<file path="src/rtl/development_stage_tracker_if.sv">
// Command/status bundle for development_stage_tracker.
// master: drives the level commands (inc/dec/fast/setval/set_level/freeze)
//         and observes the registered status (level/stage/stage_changed/stage_up).
// slave : the tracker itself, receiving commands and driving status.
interface development_stage_tracker_if #(
  parameter int LEVEL_W = 9,
  parameter int STAGE_W = 2
);
  logic               inc;
  logic               dec;
  logic               fast;
  logic               setval;
  logic [LEVEL_W-1:0] set_level;
  logic               freeze;
  logic [LEVEL_W-1:0] level;
  logic [STAGE_W-1:0] stage;
  logic               stage_changed;
  logic               stage_up;

  modport master (
    output inc, dec, fast, setval, set_level, freeze,
    input  level, stage, stage_changed, stage_up
  );

  modport slave (
    input  inc, dec, fast, setval, set_level, freeze,
    output level, stage, stage_changed, stage_up
  );
endinterface

</file>
<file path="src/rtl/development_stage_tracker.sv">
// Saturating level accumulator with a derived stage (top STAGE_W bits of the
// level range), demotion hysteresis and a minimum dwell between stage changes.
// Ports: clk, rst (sync, active-high); bus (slave modport) carries the
//   commands inc/dec/fast/setval/set_level/freeze and the registered status
//   level/stage/stage_changed/stage_up.
// The interface instance must be built with the same LEVEL_W/STAGE_W.
module development_stage_tracker #(
  parameter int LEVEL_W   = 9,
  parameter int STAGE_W   = 2,
  parameter int FAST_STEP = 2,
  parameter int HYST      = 8,
  parameter int DWELL     = 4,
  parameter int MONOTONIC = 0
) (
  input logic                        clk,
  input logic                        rst,
  development_stage_tracker_if.slave bus
);
  localparam int SEG_W = LEVEL_W - STAGE_W;

  localparam logic [LEVEL_W-1:0] LEVEL_MAX = '1;
  localparam logic [STAGE_W-1:0] STAGE_MAX = '1;
  localparam logic [LEVEL_W-1:0] FAST_L    = LEVEL_W'(FAST_STEP);
  localparam logic [LEVEL_W:0]   HYST_L    = (LEVEL_W+1)'(HYST);
  localparam logic [7:0]         DWELL_L   = 8'(DWELL);

  logic [LEVEL_W-1:0] level_q, level_d;
  logic [STAGE_W-1:0] stage_q, stage_d;
  logic [7:0]         dwell_q, dwell_d;
  logic               changed_q;
  logic               up_q, up_d;

  logic [LEVEL_W-1:0] step;
  logic [LEVEL_W:0]   level_ext, up_thr, dn_thr;
  logic               dwell_ok, promote, demote;

  always_comb begin
    step      = bus.fast ? FAST_L : LEVEL_W'(1);
    level_ext = {1'b0, level_q};
    // Thresholds are one bit wider: the top promotion threshold is 2^LEVEL_W.
    up_thr    = ((LEVEL_W+1)'(stage_q) + (LEVEL_W+1)'(1)) << SEG_W;
    dn_thr    = (LEVEL_W+1)'(stage_q) << SEG_W;
    dwell_ok  = (dwell_q == DWELL_L);
    // Stage decisions look at the registered level, hence the one-cycle lag.
    promote   = (stage_q != STAGE_MAX) && (level_ext >= up_thr) && dwell_ok;
    // level + HYST < stage*SEG avoids an underflowing subtraction.
    demote    = (MONOTONIC == 0) && (stage_q != '0) &&
                ((level_ext + HYST_L) < dn_thr) && dwell_ok;

    level_d = level_q;
    stage_d = stage_q;
    dwell_d = dwell_q;

    if (bus.setval) begin
      // Direct load bypasses hysteresis and dwell; dwell restarts from zero.
      level_d = bus.set_level;
      stage_d = bus.set_level[LEVEL_W-1 -: STAGE_W];
      dwell_d = '0;
    end else if (!bus.freeze) begin
      if (bus.inc && !bus.dec) begin
        level_d = (level_q > (LEVEL_MAX - step)) ? LEVEL_MAX : level_q + step;
      end else if (bus.dec && !bus.inc) begin
        level_d = (level_q < step) ? '0 : level_q - step;
      end

      if (promote) begin
        stage_d = stage_q + STAGE_W'(1);
      end else if (demote) begin
        stage_d = stage_q - STAGE_W'(1);
      end

      if (stage_d != stage_q) begin
        dwell_d = '0;
      end else if (!dwell_ok) begin
        dwell_d = dwell_q + 8'd1;
      end
    end

    up_d = (stage_d != stage_q) ? (stage_d > stage_q) : up_q;
  end

  always_ff @(posedge clk) begin
    if (rst) begin
      level_q   <= '0;
      stage_q   <= '0;
      dwell_q   <= DWELL_L;  // first change after reset is not delayed
      changed_q <= 1'b0;
      up_q      <= 1'b0;
    end else begin
      level_q   <= level_d;
      stage_q   <= stage_d;
      dwell_q   <= dwell_d;
      changed_q <= (stage_d != stage_q);
      up_q      <= up_d;
    end
  end

  assign bus.level         = level_q;
  assign bus.stage         = stage_q;
  assign bus.stage_changed = changed_q;
  assign bus.stage_up      = up_q;
endmodule

</file>
<file path="src/flat_wrapper.sv">
// flat-port wrapper written by rule: the top's interface ports become plain ports
module development_stage_tracker_flat 
#(
  parameter int LEVEL_W   = 9,
  parameter int STAGE_W   = 2,
  parameter int FAST_STEP = 2,
  parameter int HYST      = 8,
  parameter int DWELL     = 4,
  parameter int MONOTONIC = 0
)
  (clk, rst, bus_inc, bus_dec, bus_fast, bus_setval, bus_set_level, bus_freeze, bus_level, bus_stage, bus_stage_changed, bus_stage_up);
  development_stage_tracker_if #(.LEVEL_W(LEVEL_W), .STAGE_W(STAGE_W)) bus_i ();
  input logic clk;
  input logic rst;
  input wire logic [$bits(bus_i.inc)-1:0] bus_inc;
  input wire logic [$bits(bus_i.dec)-1:0] bus_dec;
  input wire logic [$bits(bus_i.fast)-1:0] bus_fast;
  input wire logic [$bits(bus_i.setval)-1:0] bus_setval;
  input wire logic [$bits(bus_i.set_level)-1:0] bus_set_level;
  input wire logic [$bits(bus_i.freeze)-1:0] bus_freeze;
  output wire logic [$bits(bus_i.level)-1:0] bus_level;
  output wire logic [$bits(bus_i.stage)-1:0] bus_stage;
  output wire logic [$bits(bus_i.stage_changed)-1:0] bus_stage_changed;
  output wire logic [$bits(bus_i.stage_up)-1:0] bus_stage_up;
  assign bus_i.inc = bus_inc;
  assign bus_i.dec = bus_dec;
  assign bus_i.fast = bus_fast;
  assign bus_i.setval = bus_setval;
  assign bus_i.set_level = bus_set_level;
  assign bus_i.freeze = bus_freeze;
  assign bus_level = bus_i.level;
  assign bus_stage = bus_i.stage;
  assign bus_stage_changed = bus_i.stage_changed;
  assign bus_stage_up = bus_i.stage_up;
  development_stage_tracker #(.LEVEL_W(LEVEL_W), .STAGE_W(STAGE_W), .FAST_STEP(FAST_STEP), .HYST(HYST), .DWELL(DWELL), .MONOTONIC(MONOTONIC)) u_core (.clk(clk), .rst(rst), .bus(bus_i));
endmodule
</file>
<file path="config.mk">
export PLATFORM = sky130hd
export DESIGN_NAME = development_stage_tracker_flat
export DESIGN_NICKNAME = d
export VERILOG_FILES = /design/src/rtl/development_stage_tracker_if.sv /design/src/rtl/development_stage_tracker.sv /design/src/flat_wrapper.sv
export SDC_FILE = /design/constraint.sdc
export NUM_CORES = 1
export LEC_CHECK = 0
export BUFFER_PORTS_ARGS = -buffer_cell sky130_fd_sc_hd__buf_2
export CORE_AREA = 2 2 76 78
export CTS_CLUSTER_DIAMETER = 60
export DETAILED_ROUTE_END_ITERATION = 12
export DIE_AREA = 0 0 78 80
export SLEW_MARGIN = 20
export SYNTH_ARGS = -nofsm -noshare
export SYNTH_HDL_FRONTEND = slang
export SYNTH_SLANG_ARGS = --single-unit
</file>
<file path="constraint.sdc">
create_clock -name clk -period 2.9 [get_ports clk]
set_input_delay 0.435 -clock clk [delete_from_list [all_inputs] [get_ports clk]]
set_output_delay 0.435 -clock clk [all_outputs]
set_load 0.03 [all_outputs]
</file>
---- Word level (Yosys, flattened, before mapping) ----
Index checks and enable logic that the tools add are counted.
operators by class
  $add $sub $neg .......................... 8
  multiply operators ...................... 0
  divide/modulo/power cells ............... 0
  order comparisons ....................... 5
  equal/unequal tests ..................... 7
  shifts and indexed selects .............. 0
  mux-type cells .......................... 17
  bitwise gates (word level) .............. 1
  reductions and logical operators ........ 14
operators with widths
  cell                  count
  $mux 9                6
  $mux 8                2
  $mux 2                7
  $add 9x4->10 const B  1
  $ge 9x10->1           1
  $lt 10x9->1           1
  $add 9x9->9           1
  $gt 9x9->1            1
  $lt 9x9->1            1
  $sub 9x9->9           1
  $sub 9x9->9 const A   1
  $add 8x1->8 const B   1
  $eq 8x3->1 const B    1
  $logic_and 1x1->1     6
  $mux 3                2
  $ne 2x2->1 const B    3
  $reduce_and 2->1      3
  $ne 2x2->1            2
  $add 2x1->3 const B   1
  $ne 3x3->1 const B    1
  $reduce_bool 3->1     1
  $add 2x1->2 const B   1
  $gt 2x2->1            1
  $logic_not 1->1       2
  4 further kinds       4
storage, ports and cells
  register bits after elaboration ......... 21
  latch bits .............................. 0
  RAM bits ................................ 0
  ROM bits ................................ 0
  input bits .............................. 16
  word-level logic and storage cells ...... 58
  memories kept ........................... 0

---- Logic depth before layout (Yosys ltp) ----
  depth in word-level cells ............... 12
  gate-level depth with buffers ........... 14

---- Worst setup path before layout ----
OpenSTA, ideal clock, no wires.
  path kind ............................... register -> register
  start point ............................. register u_core.level_q[5] (netlist: u_core.bus.level[5])
  end point ............................... register u_core.up_q (netlist: u_core.bus.stage_up)
  setup time .............................. 0.133 ns
  arrival ................................. 3.345 ns
  slack ................................... -0.578 ns
  cell stages (with the launch flop) ...... 15
  clock period less this slack ............ 3.478 ns
  path through ............................ dfxtp_1 -> clkbuf_1 -> and4_1 -> buf_2 -> nand2_1 -> xnor2_1 -> ha_1 -> or4_2 -> a2111oi_4 -> or4_1 -> nand3_1 -> ha_1 -> nand2b_1 -> a21oi_1 -> nor3_1
on the way
  longest elaborated chain between the ends .. 11
  elaborated cells on any way between the ends .. 15
RTL lines
  item                                             line                             source
  start: declaration                               development_stage_tracker.sv:27  logic [LEVEL_W-1:0] level_q, level_d;
  start signal: assignment                         development_stage_tracker.sv:90  level_q <= level_d;
  $add 9x4->10                                     development_stage_tracker.sv:48  ((level_ext + HYST_L) < dn_thr) && dwell_ok;
  $lt 10x9->1                                      development_stage_tracker.sv:48
  $logic_and 1x1->1                                development_stage_tracker.sv:47  demote = (MONOTONIC == 0) && (stage_q != '0) &&
  $logic_and 1x1->1                                development_stage_tracker.sv:48
  $mux 2                                           development_stage_tracker.sv:68  end else if (demote) begin
  $mux 2 *                                         development_stage_tracker.sv:66  if (promote) begin
  $mux 2 *                                         development_stage_tracker.sv:59  end else if (!bus.freeze) begin
  $mux 2 *                                         development_stage_tracker.sv:54  if (bus.setval) begin
  $mux 2 *                                         development_stage_tracker.sv:59
  $mux 2 *                                         development_stage_tracker.sv:54
  $gt 2x2->1 / $ne 2x2->1 (equally long branches)  development_stage_tracker.sv:79  up_d = (stage_d != stage_q) ? (stage_d > stage_q) : up_q;
  end signal: assignment                           development_stage_tracker.sv:94  up_q <= up_d;
  end: declaration                                 development_stage_tracker.sv:31  logic up_q, up_d;
Mark *: on every way between the ends. The rest lies on a longest branch, timed or not. The select of a mux whose other input is x is not followed.
A chain may end at the register's enable or synchronous reset.

---- Worst setup path in the final report ----
  start point ............................. register u_core.stage_q[1] (netlist: u_core.bus.stage[1])
  end point ............................... register u_core.up_q (netlist: u_core.bus.stage_up)
on the way
  longest elaborated chain between the ends .. 10
  elaborated cells on any way between the ends .. 19
RTL lines
  item                                                     line                                                              source
  start: declaration                                       development_stage_tracker.sv:28                                   logic [STAGE_W-1:0] stage_q, stage_d;
  start signal: assignment                                 development_stage_tracker.sv:91                                   stage_q <= stage_d;
  $add 2x1->3, or another cell as far along                development_stage_tracker.sv:41                                   up_thr = ((LEVEL_W+1)'(stage_q) + (LEVEL_W+1)'(1)) << SEG_W;
  $ge 9x10->1 / $logic_and 1x1->1 (equally long branches)  development_stage_tracker.sv:45, development_stage_tracker.sv:47
  $logic_and 1x1->1 (on tied branches)                     development_stage_tracker.sv:45, development_stage_tracker.sv:48
  $logic_and 1x1->1 / $mux 2 (equally long branches)       development_stage_tracker.sv:45, development_stage_tracker.sv:68
  $mux 2                                                   development_stage_tracker.sv:66
  $mux 2                                                   development_stage_tracker.sv:59
  $mux 2                                                   development_stage_tracker.sv:54
  $mux 2 *                                                 development_stage_tracker.sv:59
  $mux 2 *                                                 development_stage_tracker.sv:54
  named net u_core.stage_d[1]                              development_stage_tracker.sv:28
  $gt 2x2->1 / $ne 2x2->1 (equally long branches)          development_stage_tracker.sv:79
The timed path passes the listed nets; every way through them passes the cells marked *. The select of a mux whose other input is x is not followed.

==> impl_results.md <==
- Number of placement rows: 27
- Share of synthesized area occupied by flip-flops and latches: between 20% and 30%
- DRC violation count after routing: 0
- Avg WL per Cell: around 15 um
- Clock latency of the later-clocked register in the worst-skew pair: approximately 0.27 ns
- Number of global-route vias before repair: between 1.5k and 2k
- Post-synthesis cell area: about 0.0018 mm^2
- Run status: finished clean
- Final critical-path share of the clock period: around 95%
- Worst clock skew on the final layout: 0.004116 ns
- Ranking of synthesized cells by area: sky130_fd_sc_hd__dfxtp_1 (23%), sky130_fd_sc_hd__ha_1 (9.5%), sky130_fd_sc_hd__nor3_1 (4.1%)
- Pwr per Cell Area: 421.9 mW/mm^2
- Slew at the pin with the worst max-slew slack: ~0.6 ns
- Launching instance or port of the critical path: u_core.bus.stage[1]
- Violation count after the first detailed-route iteration: just over 100
- Antenna cells: 0
- Final hold violation count: 0
- Final TNS setup: 0 ns
- Max-cap viol count: 0
- Number of distinct library cells after synthesis: 63
- Clock tree sinks: 21
- Detailed route wirelength on metal2: around 2400 um
- Worst hold path cell count: 3
- Routability-driven placement congestion ratio: between 0.8 and 0.9
- Final Max Slew Viols: 0
- Overflow left after global routing: 0
- Maximum number of pins on one net before global-route repair: 29
- # nets final: between 300 and 400
- Post-Syn Area per Cell: 7.910 um^2
- Starting density of the core: 34.10%
- Required @ worst endpoint: 3.10 ns
- Final ANT Viol Nets: 0
- Layout cells sized above 1: 28.36%
- Post-synthesis cell count: about 230
- CTS root buffer: sky130_fd_sc_hd__clkbuf_8
- Leading cell type in the layout, fill and taps excluded: sky130_fd_sc_hd__buf_2
- Count of flip-flops with a built-in enable after synthesis: 0
- Synthesized Nets: about 270
- TritonCTS clock tree: done
- Cell type with the largest total area after synthesis: sky130_fd_sc_hd__dfxtp_1
- Reg-to-Reg Start: u_core.bus.stage[1]
- Met1 WL: approximately 2500 um
- Clk slew on worst S/H paths: approximately 0.09 ns
- H-tree Lvls: 1
- DIE AREA: between 0.006 and 0.007 mm^2
- Signal arrival time at the worst endpoint: about 3 ns
- Hold buffer count at CTS: 0
- Area share of the largest cell type after synthesis: 22.81%
- Flop and latch count out of synthesis: 21
- Vias per Instance: between 5 and 6
- Most frequently used flop master after synthesis: sky130_fd_sc_hd__dfxtp_1
- Worst slew margin relative to its limit: 59.89%
- Iteration count of the initial detailed-routing pass: 4
- Tmin final: between 2 and 3 ns
- Critical Path Source Type: register
- Highest metal layer with signal wires: met4
- Achievable clock frequency: around 360 MHz
- Largest fanout on the critical path: 4
- Number of setup violations in the final report: 0
- Largest vdd supply drop: between 0.2 and 0.25 mV
- Worst Path Class, Setup: register to register
- Die width: between 70 and 80 um
- Worst hold-check path type: input pin to register
- Post-synth ARST share: 0%
- Synth Warn #: 0
- Setup repair after global routing missed its margin: yes
- Total via count after detailed routing: 1842
- Vertical die dimension: around 80 um
- Total wirelength of the detailed-routed design: approximately 5100 um
- Routed length on met3: about 150 um
- Hold wc startpoint: bus_set_level[3]
- Worst-case reg-to-reg path depth: 13
- Static leakage power: 0.8870 nW
- Placeable core area: about 0.0054 mm^2
- Overall power consumption: 0.9560 mW
- Maximum clock path buffer count: 2
- Most frequent cells in the layout: sky130_fd_sc_hd__buf_2 (28), sky130_fd_sc_hd__buf_4 (18), sky130_fd_sc_hd__nor2_1 (15)
- Worst Setup End Kind: register
- Layout overhead on the synthesized area: 22.95%
- Global-route wire length before repair: around 8500 um
- # IOs: 29
- Port-buffer cells: 28
- Total half-perimeter wirelength after legalization and detailed placement: roughly 3800 um
- Antenna violations before repair: 0
- Number of buffers added by the clock tree synthesis step: 3
- Fin Hold WS: ~0.4 ns
- GRT Resource Usage Total: 17.08%
metrics by stage:
step | util (%) | cell area, um^2 | setup slack (ns) | instances
after floorplan | - | 1922 | 0.01973 | 233
after global placement | 40.16 | 2171 | 0.09113 | 333
after detailed placement | 40.16 | 2171 | 0.03235 | 333
after CTS | 41.02 | 2217 | 0.03012 | 337
after global routing | 41.92 | 2266 | -0.05044 | 340
final | 41.92 | 2266 | 0.1372 | 340
area by class of cell:
| class | count | area, um^2 |
|---|---|---|
| Tap cell | 72 | 90.09 |
| Fill cell | 568 | 3139 |
| Clock buffer | 3 | 41.29 |
| Multi-Input combinational cell | 185 | 1368 |
| Timing Repair Buffer | 46 | 275.3 |
| Clock inverter | 1 | 5.005 |
| Inverter | 12 | 45.04 |
| Sequential cell | 21 | 441.7 |
timing repair:
action	4_1_cts	5_1_grt
endpoints found under the setup margin	0	2
gates resized for setup	0	8
buffers inserted	0	3
worst max-delay path, stage by stage, from the launching register on:
cell and delay [ns]:
sky130_fd_sc_hd__dfxtp_4 0.35, sky130_fd_sc_hd__inv_2 0.04, sky130_fd_sc_hd__ha_4 0.26, sky130_fd_sc_hd__inv_1 0.04, sky130_fd_sc_hd__ha_1 0.25, sky130_fd_sc_hd__nor2_1 0.04, sky130_fd_sc_hd__or4_4 0.43, sky130_fd_sc_hd__or2_1 0.24
sky130_fd_sc_hd__a221o_1 0.39, sky130_fd_sc_hd__nor3_2 0.11, sky130_fd_sc_hd__ha_1 0.28, sky130_fd_sc_hd__nand2_1 0.07, sky130_fd_sc_hd__nor2_1 0.04, sky130_fd_sc_hd__nor3_1 0.14
power by group:
part,leakage [nW],switching [mW],internal (mW)
registers,0.177,0.0187,0.312
logic,0.685,0.242,0.175
clock network,0.0255,0.113,0.0961
cells in the mapped netlist (all sizes together), types with 2 or more instances:
| library cell | instances |
|---|---|
| dfxtp | 21 |
| nor2 | 15 |
| nor3 | 15 |
| ha | 14 |
| a21oi | 13 |
| clkbuf | 13 |
| nand2 | 13 |
| inv | 12 |
| o21ai | 11 |
| nand2b | 8 |
| nor2b | 7 |
| xor2 | 7 |
| or3 | 6 |
| nand4 | 5 |
| o22ai | 5 |
| or4 | 5 |
| a211oi | 3 |
| a221oi | 3 |
| a31oi | 3 |
| nor3b | 3 |
| o21a | 3 |
| xnor2 | 3 |
| a2111oi | 2 |
| and2 | 2 |
| and3b | 2 |
| buf | 2 |
| fa | 2 |
| mux2i | 2 |
| nand3 | 2 |
| nand3b | 2 |
| nor4 | 2 |
| nor4b | 2 |
| o31ai | 2 |
| or2 | 2 |
sequential cells by signal, summed over array words and instances, names as in the netlist:
signal,count
u_core.bus.stage_up,1
u_core.bus.stage,2
u_core.dwell_q,8
u_core.bus.stage_changed,1
u_core.bus.level,9
routing by layer:
metal | vias up | global-route usage, %
met1 | 865 | 22.58
met3 | 6 | 2.376
met5 | - | 0
met4 | 0 | 3.684
met2 | 39 | 29.57
li1 | 932 | -
logic make-up (layout without fill, tap and decap cells):
kind of cell	after synthesis	in the layout	share of synthesized area, %
adders and majority gates	16	16	11.68
buffers and inverters	27	62	5.566
and+or+nand+nor	95	95	30.01
xor gates and xnor gates	10	10	4.753
muxes	3	3	1.697
AOI/OAI and AO/OA	61	61	23.49
DFF	21	21	22.81
path summary, 6_finish.rpt:
path / end / slack [ns]
setup / recovery: u_core.bus.stage_up / 0.14
hold / removal: u_core.bus.level[3] / 0.41
setup reg to reg: u_core.bus.stage_up / 0.14
hold reg to reg: u_core.bus.stage_up / 0.50
No activity file was read; power rests on OpenSTA's default activity.
